File: src/rtl/button_conditioner.sv
// Four-channel push-button conditioner: 2-FF sync, counter debounce, registered rising-edge press pulse.
// Pulse/level rise DEBOUNCE_CYCLES+1 edges after raw is first sampled; BTN_AUTOREPEAT_EN adds held-key repeat pulses.
module button_conditioner #(
    parameter int         DEBOUNCE_CYCLES = 650000,
    parameter int         CNT_W           = 20,
    parameter int         REPEAT_DELAY    = 32500000,
    parameter int         REPEAT_PERIOD   = 13000000,
    parameter logic [3:0] REPEAT_MASK     = 4'b1001
) (
    input  logic       pclk,
    input  logic       rst,
    input  logic       btnR_raw,
    input  logic       btnU_raw,
    input  logic       btnD_raw,
    input  logic       btnL_raw,
    output logic       btnR,
    output logic       btnU,
    output logic       btnD,
    output logic       btnL,
    output logic [3:0] btn_level
);

    localparam logic [CNT_W-1:0] CNT_LAST = CNT_W'(DEBOUNCE_CYCLES - 1);

    logic [3:0]       raw_w;
    logic [3:0]       s1_q;
    logic [3:0]       s2_q;
    logic [3:0]       stable_q;
    logic [3:0]       stable_d;
    logic [3:0]       press_d;
    logic [3:0]       pulse_q;
    logic [3:0]       pulse_d;
    logic [CNT_W-1:0] cnt_q [4];
    logic [CNT_W-1:0] cnt_d [4];

    assign raw_w = {btnL_raw, btnD_raw, btnU_raw, btnR_raw};

    // The level flips only after s2 has disagreed with it for DEBOUNCE_CYCLES consecutive edges.
    always_comb begin
        stable_d = stable_q;
        press_d  = '0;
        for (int c = 0; c < 4; c++) begin
            cnt_d[c] = '0;
            if (s2_q[c] != stable_q[c]) begin
                if (cnt_q[c] == CNT_LAST) begin
                    stable_d[c] = s2_q[c];
                    press_d[c]  = s2_q[c];
                end else begin
                    cnt_d[c] = cnt_q[c] + CNT_W'(1);
                end
            end
        end
    end

`ifdef BTN_AUTOREPEAT_EN
    localparam int               RPT_W      = $clog2(REPEAT_DELAY + 1);
    localparam logic [RPT_W-1:0] RPT_FIRE   = RPT_W'(REPEAT_DELAY);
    localparam logic [RPT_W-1:0] RPT_RELOAD = RPT_W'(REPEAT_DELAY - REPEAT_PERIOD);

    logic [RPT_W-1:0] rpt_q [4];
    logic [RPT_W-1:0] rpt_d [4];
    logic [3:0]       rpt_fire;

    // After the first repeat the timer reloads so it re-reaches RPT_FIRE every REPEAT_PERIOD cycles.
    always_comb begin
        rpt_fire = '0;
        for (int c = 0; c < 4; c++) begin
            rpt_d[c] = '0;
            if (REPEAT_MASK[c] && stable_d[c] && !press_d[c]) begin
                rpt_d[c]    = (rpt_q[c] == RPT_FIRE) ? RPT_RELOAD + RPT_W'(1)
                                                      : rpt_q[c] + RPT_W'(1);
                rpt_fire[c] = (rpt_d[c] == RPT_FIRE);
            end
        end
    end

    always_ff @(posedge pclk or posedge rst) begin
        if (rst) begin
            for (int c = 0; c < 4; c++) rpt_q[c] <= '0;
        end else begin
            for (int c = 0; c < 4; c++) rpt_q[c] <= rpt_d[c];
        end
    end

    assign pulse_d = press_d | rpt_fire;
`else
    assign pulse_d = press_d;
`endif

    always_ff @(posedge pclk or posedge rst) begin
        if (rst) begin
            s1_q     <= '0;
            s2_q     <= '0;
            stable_q <= '0;
            pulse_q  <= '0;
            for (int c = 0; c < 4; c++) cnt_q[c] <= '0;
        end else begin
            s1_q     <= raw_w;
            s2_q     <= s1_q;
            stable_q <= stable_d;
            pulse_q  <= pulse_d;
            for (int c = 0; c < 4; c++) cnt_q[c] <= cnt_d[c];
        end
    end

    assign {btnL, btnD, btnU, btnR} = pulse_q;
    assign btn_level                = stable_q;

endmodule
File: config.mk
export PLATFORM = sky130hd
export DESIGN_NAME = button_conditioner
export DESIGN_NICKNAME = d
export VERILOG_FILES = /design/src/rtl/button_conditioner.sv
export SDC_FILE = /design/constraint.sdc
export NUM_CORES = 1
export LEC_CHECK = 0
export CORE_ASPECT_RATIO = 2
export CORE_UTILIZATION = 40
export CTS_BUF_LIST = sky130_fd_sc_hd__clkbuf_16
export CTS_CLUSTER_DIAMETER = 100
export CTS_CLUSTER_SIZE = 25
export DETAILED_ROUTE_END_ITERATION = 10
export MAX_ROUTING_LAYER = met4
export PLACE_DENSITY = 0.61
export SYNTH_ARGS = -nofsm -noshare
export SYNTH_HDL_FRONTEND = slang
export SYNTH_SLANG_ARGS = --single-unit
File: constraint.sdc
create_clock -name pclk -period 2.55 [get_ports pclk]
set_input_delay 0.255 -clock pclk [delete_from_list [all_inputs] [get_ports pclk]]
set_output_delay 0.255 -clock pclk [all_outputs]
set_load 0.01 [all_outputs]
==> results.toml <==
[outcome]
outcome = "completed"

[timing]
max_freq_ghz = 0.4575
worstMarginPinSlew_ps = 577.1
fin_tns_setup_ps = 0
fin_crit_sh = 0.8572
maxSlewHeadroom = 0.6117
drv_slew = 0
skew_ps = 9.472
period_needed_ps = 2186
setup_viol = 0
rsz0062_at_grt = "no"
finalHoldViolCount = 0

[hold_path]
hold_path.class = "reg -> reg"

[die]
initial_core_util = 0.4150
design.core.area_sq_mm = 0.01095
die_h_um = 152.7
rows = 54
ios = 14
dieWidth_um = 77.35
die-area_sq_mm = 0.01181

[clock_tree]
clock_latency_ps = 340
holdBufCountCts = 0
path_clk_slew_ps = 80
root_buffer = "clkbuf_16"
post_cts_resized = 0
cts_buffers = 9
cts_sinks = 96
cts_tree = "built"
postCtsSetupRepairBufs = 0
clock_path_buffers = 2
htreeDepth = 3

[setup_path]
crit_fanout = 20
worstPathCellList = "or4b_1 -> or4_4 -> o31ai_4 -> buf_4 -> nor2_1"
critPathKind = "reg -> reg"
cp.required_ps = 2770
critPathArrivalTime_ps = 2410
cpPeakStageDelay_ps = 520
cp_slowest_cell = "or4_4"
worstSetupEndpointType = "flip-flop"
cp-start-kind = "flip-flop"

[route]
vias_per_cell = 5.344
drtPass1Iterations = 4
drcViolationCount = 0
drt_wl_total_mm = 8.618
vias = 3244
drt_iter0_drc = 182
antenna_left = 0
wl_per_cell_um = 14.20

[power_and_ir_drop]
switchingPower_mw = 0.6926
p_sw_frac = 0.2353
p_comb_frac = 0.034
ir_drop_mv = 0.3351
p_leak_nw = 2.056
power_frac_seq = 0.532
power.internal_mw = 2.251
p_per_area_mw_per_mm2 = 571.9
clockPowerShare = 0.434

[place]
dp_hpwl_mm = 6.047
routabilityCongestion = 0.7819
port_buffers = 13

[layout]
layout_common_cells = "dfrtp_1 (96), nor2_1 (67), xnor2_1 (34)"
multi_input_area_sq_mm = 0.002037
ff_latch_area_sq_mm = 0.002402
area_growth_pct = 13.31
utilization = 0.4702
final_layout_size_suffix_gt1_frac = 0.08779
fill_cells = 1050
final_common_cell = "dfrtp_1"
final_nets = 472
antenna_cells = 0

[global_route]
grtUsageTotal = 0.1658
grt_pass1_vias = 3389
grt_max_degree = 97
grt_pass1_wl_mm = 15.32
antenna_found_initial = 0
overflow = 0

[synthesis]
ys_ff_latch = 96
synth-main-ff-cell = "dfrtp_1"
yosys_warnings = 0
seq_area_frac_synth = 0.5289
postSynth.asyncResetShare = 1.000
synth_area_per_cell_sq_um = 10.30
syn-instance-count = 441
synth_cell_types = 44
synth_nets = 451
synth_edf_count = 0
synth_area_sq_mm = 0.004542

[flow_run]
drv_cap = 0
final cells by class:
cell class                 instances  share of cell area
clock buffer                       9             0.04376
clock inverter                     7             0.01045
inverter                          13             0.01021
multi-input combinational        323              0.3958
sequential                        96              0.4668
tap                              140             0.03404
timing repair buffer              19             0.03890
logic make-up (layout without fill, tap and decap cells):
group                      count (synthesis)  in the layout  share of synthesized area
and+or+nand+nor                          220            220                     0.2617
DFF                                       96             96                     0.5289
xor gates and xnor gates                  60             60                     0.1157
AOI/OAI and AO/OA                         35             35                    0.05014
buffers and inverters                     22             48                    0.02259
adders and majority gates                  4              4                    0.01102
muxes                                      4              4                   0.009917
critical path: cells and delay by family (launching register included):
kind | cells | cell delay [ps]
buffers and inverters | 1 | 270
AO/OA/AOI/OAI | 1 | 240
AND/OR/NAND/NOR | 3 | 1120
flip-flops | 1 | 430
synth_stat cells, types with 2 or more instances:
| master | count | area share |
|---|---|---|
| a21oi_1 | 15 | 0.017 |
| and2_1 | 2 | 0.0028 |
| and3_1 | 6 | 0.0083 |
| and4_1 | 6 | 0.012 |
| buf_6 | 2 | 0.0050 |
| clkbuf_1 | 3 | 0.0025 |
| clkbuf_2 | 3 | 0.0033 |
| dfrtp_1 | 96 | 0.53 |
| ha_1 | 4 | 0.011 |
| inv_1 | 13 | 0.011 |
| mux2_2 | 4 | 0.0099 |
| nand2_1 | 21 | 0.017 |
| nand3_1 | 26 | 0.029 |
| nand4_1 | 22 | 0.030 |
| nand4_2 | 3 | 0.0083 |
| nor2_1 | 67 | 0.055 |
| nor3_1 | 13 | 0.014 |
| nor4_1 | 17 | 0.023 |
| o21ai_0 | 10 | 0.011 |
| o31ai_1 | 4 | 0.0066 |
| o31ai_4 | 2 | 0.0094 |
| or2_2 | 3 | 0.0041 |
| or3_1 | 10 | 0.014 |
| or4_1 | 10 | 0.017 |
| or4_4 | 2 | 0.0050 |
| xnor2_1 | 34 | 0.066 |
| xor2_1 | 26 | 0.050 |
power by group through the flow:
stage | sequential (mW) | clock (mW) | combinational, mW
after global routing | 1.57 | 1.38 | 0.117
after global placement | 1.59 | 0 | 0.102
after detailed placement | 1.60 | 0 | 0.105
after CTS | 1.57 | 1.32 | 0.106
after floorplan | 1.59 | 0 | 0.0699
final | 1.57 | 1.28 | 0.100
worst paths after layout:
kind / cells after the start / startpoint / end / slack [ps]
worst max register to register: 5 / cnt_q[65]$_DFF_PP0_ / cnt_q[65]$_DFF_PP0_ / 360
worst max-delay path: 5 / cnt_q[65]$_DFF_PP0_ / cnt_q[65]$_DFF_PP0_ / 360
worst min register to register: 0 / s1_q[1]$_DFF_PP0_ / s2_q[1]$_DFF_PP0_ / 340
max in group asynchronous: 3 / rst / cnt_q[4]$_DFF_PP0_ / 1760
worst min-delay path: 0 / s1_q[1]$_DFF_PP0_ / s2_q[1]$_DFF_PP0_ / 340
min in group asynchronous: 3 / rst / cnt_q[61]$_DFF_PP0_ / 400
registers in the layout, summed over array words and instances (netlist names):
name       flops
btn_level      4
cnt_q         80
s2_q           4
s1_q           4
pulse_q        4
routing by layer:
layer / global-route usage / vias up / routed length (um)
met3: 0.02635 / 15 / 146
li1: - / 1609 / -
met1: 0.1825 / 1589 / 3537
met4: 0.07637 / 0 / 173
met5: - / - / 0
met2: 0.2878 / 31 / 4760
stage by stage:
step	hold WS [ps]	area, sq um	setup slack, ps	power, mW	std cells
finish	344.3	5146	364.2	2.943	607
global placement	333.5	4867	409.0	1.695	591
global route	353.4	5146	243.2	3.069	607
CTS	344.3	5146	355.9	2.992	607
detailed placement	336.4	4867	368.8	1.701	591
floorplan	286.4	4546	467.7	1.660	441
No activity file was read; power rests on OpenSTA's default activity.
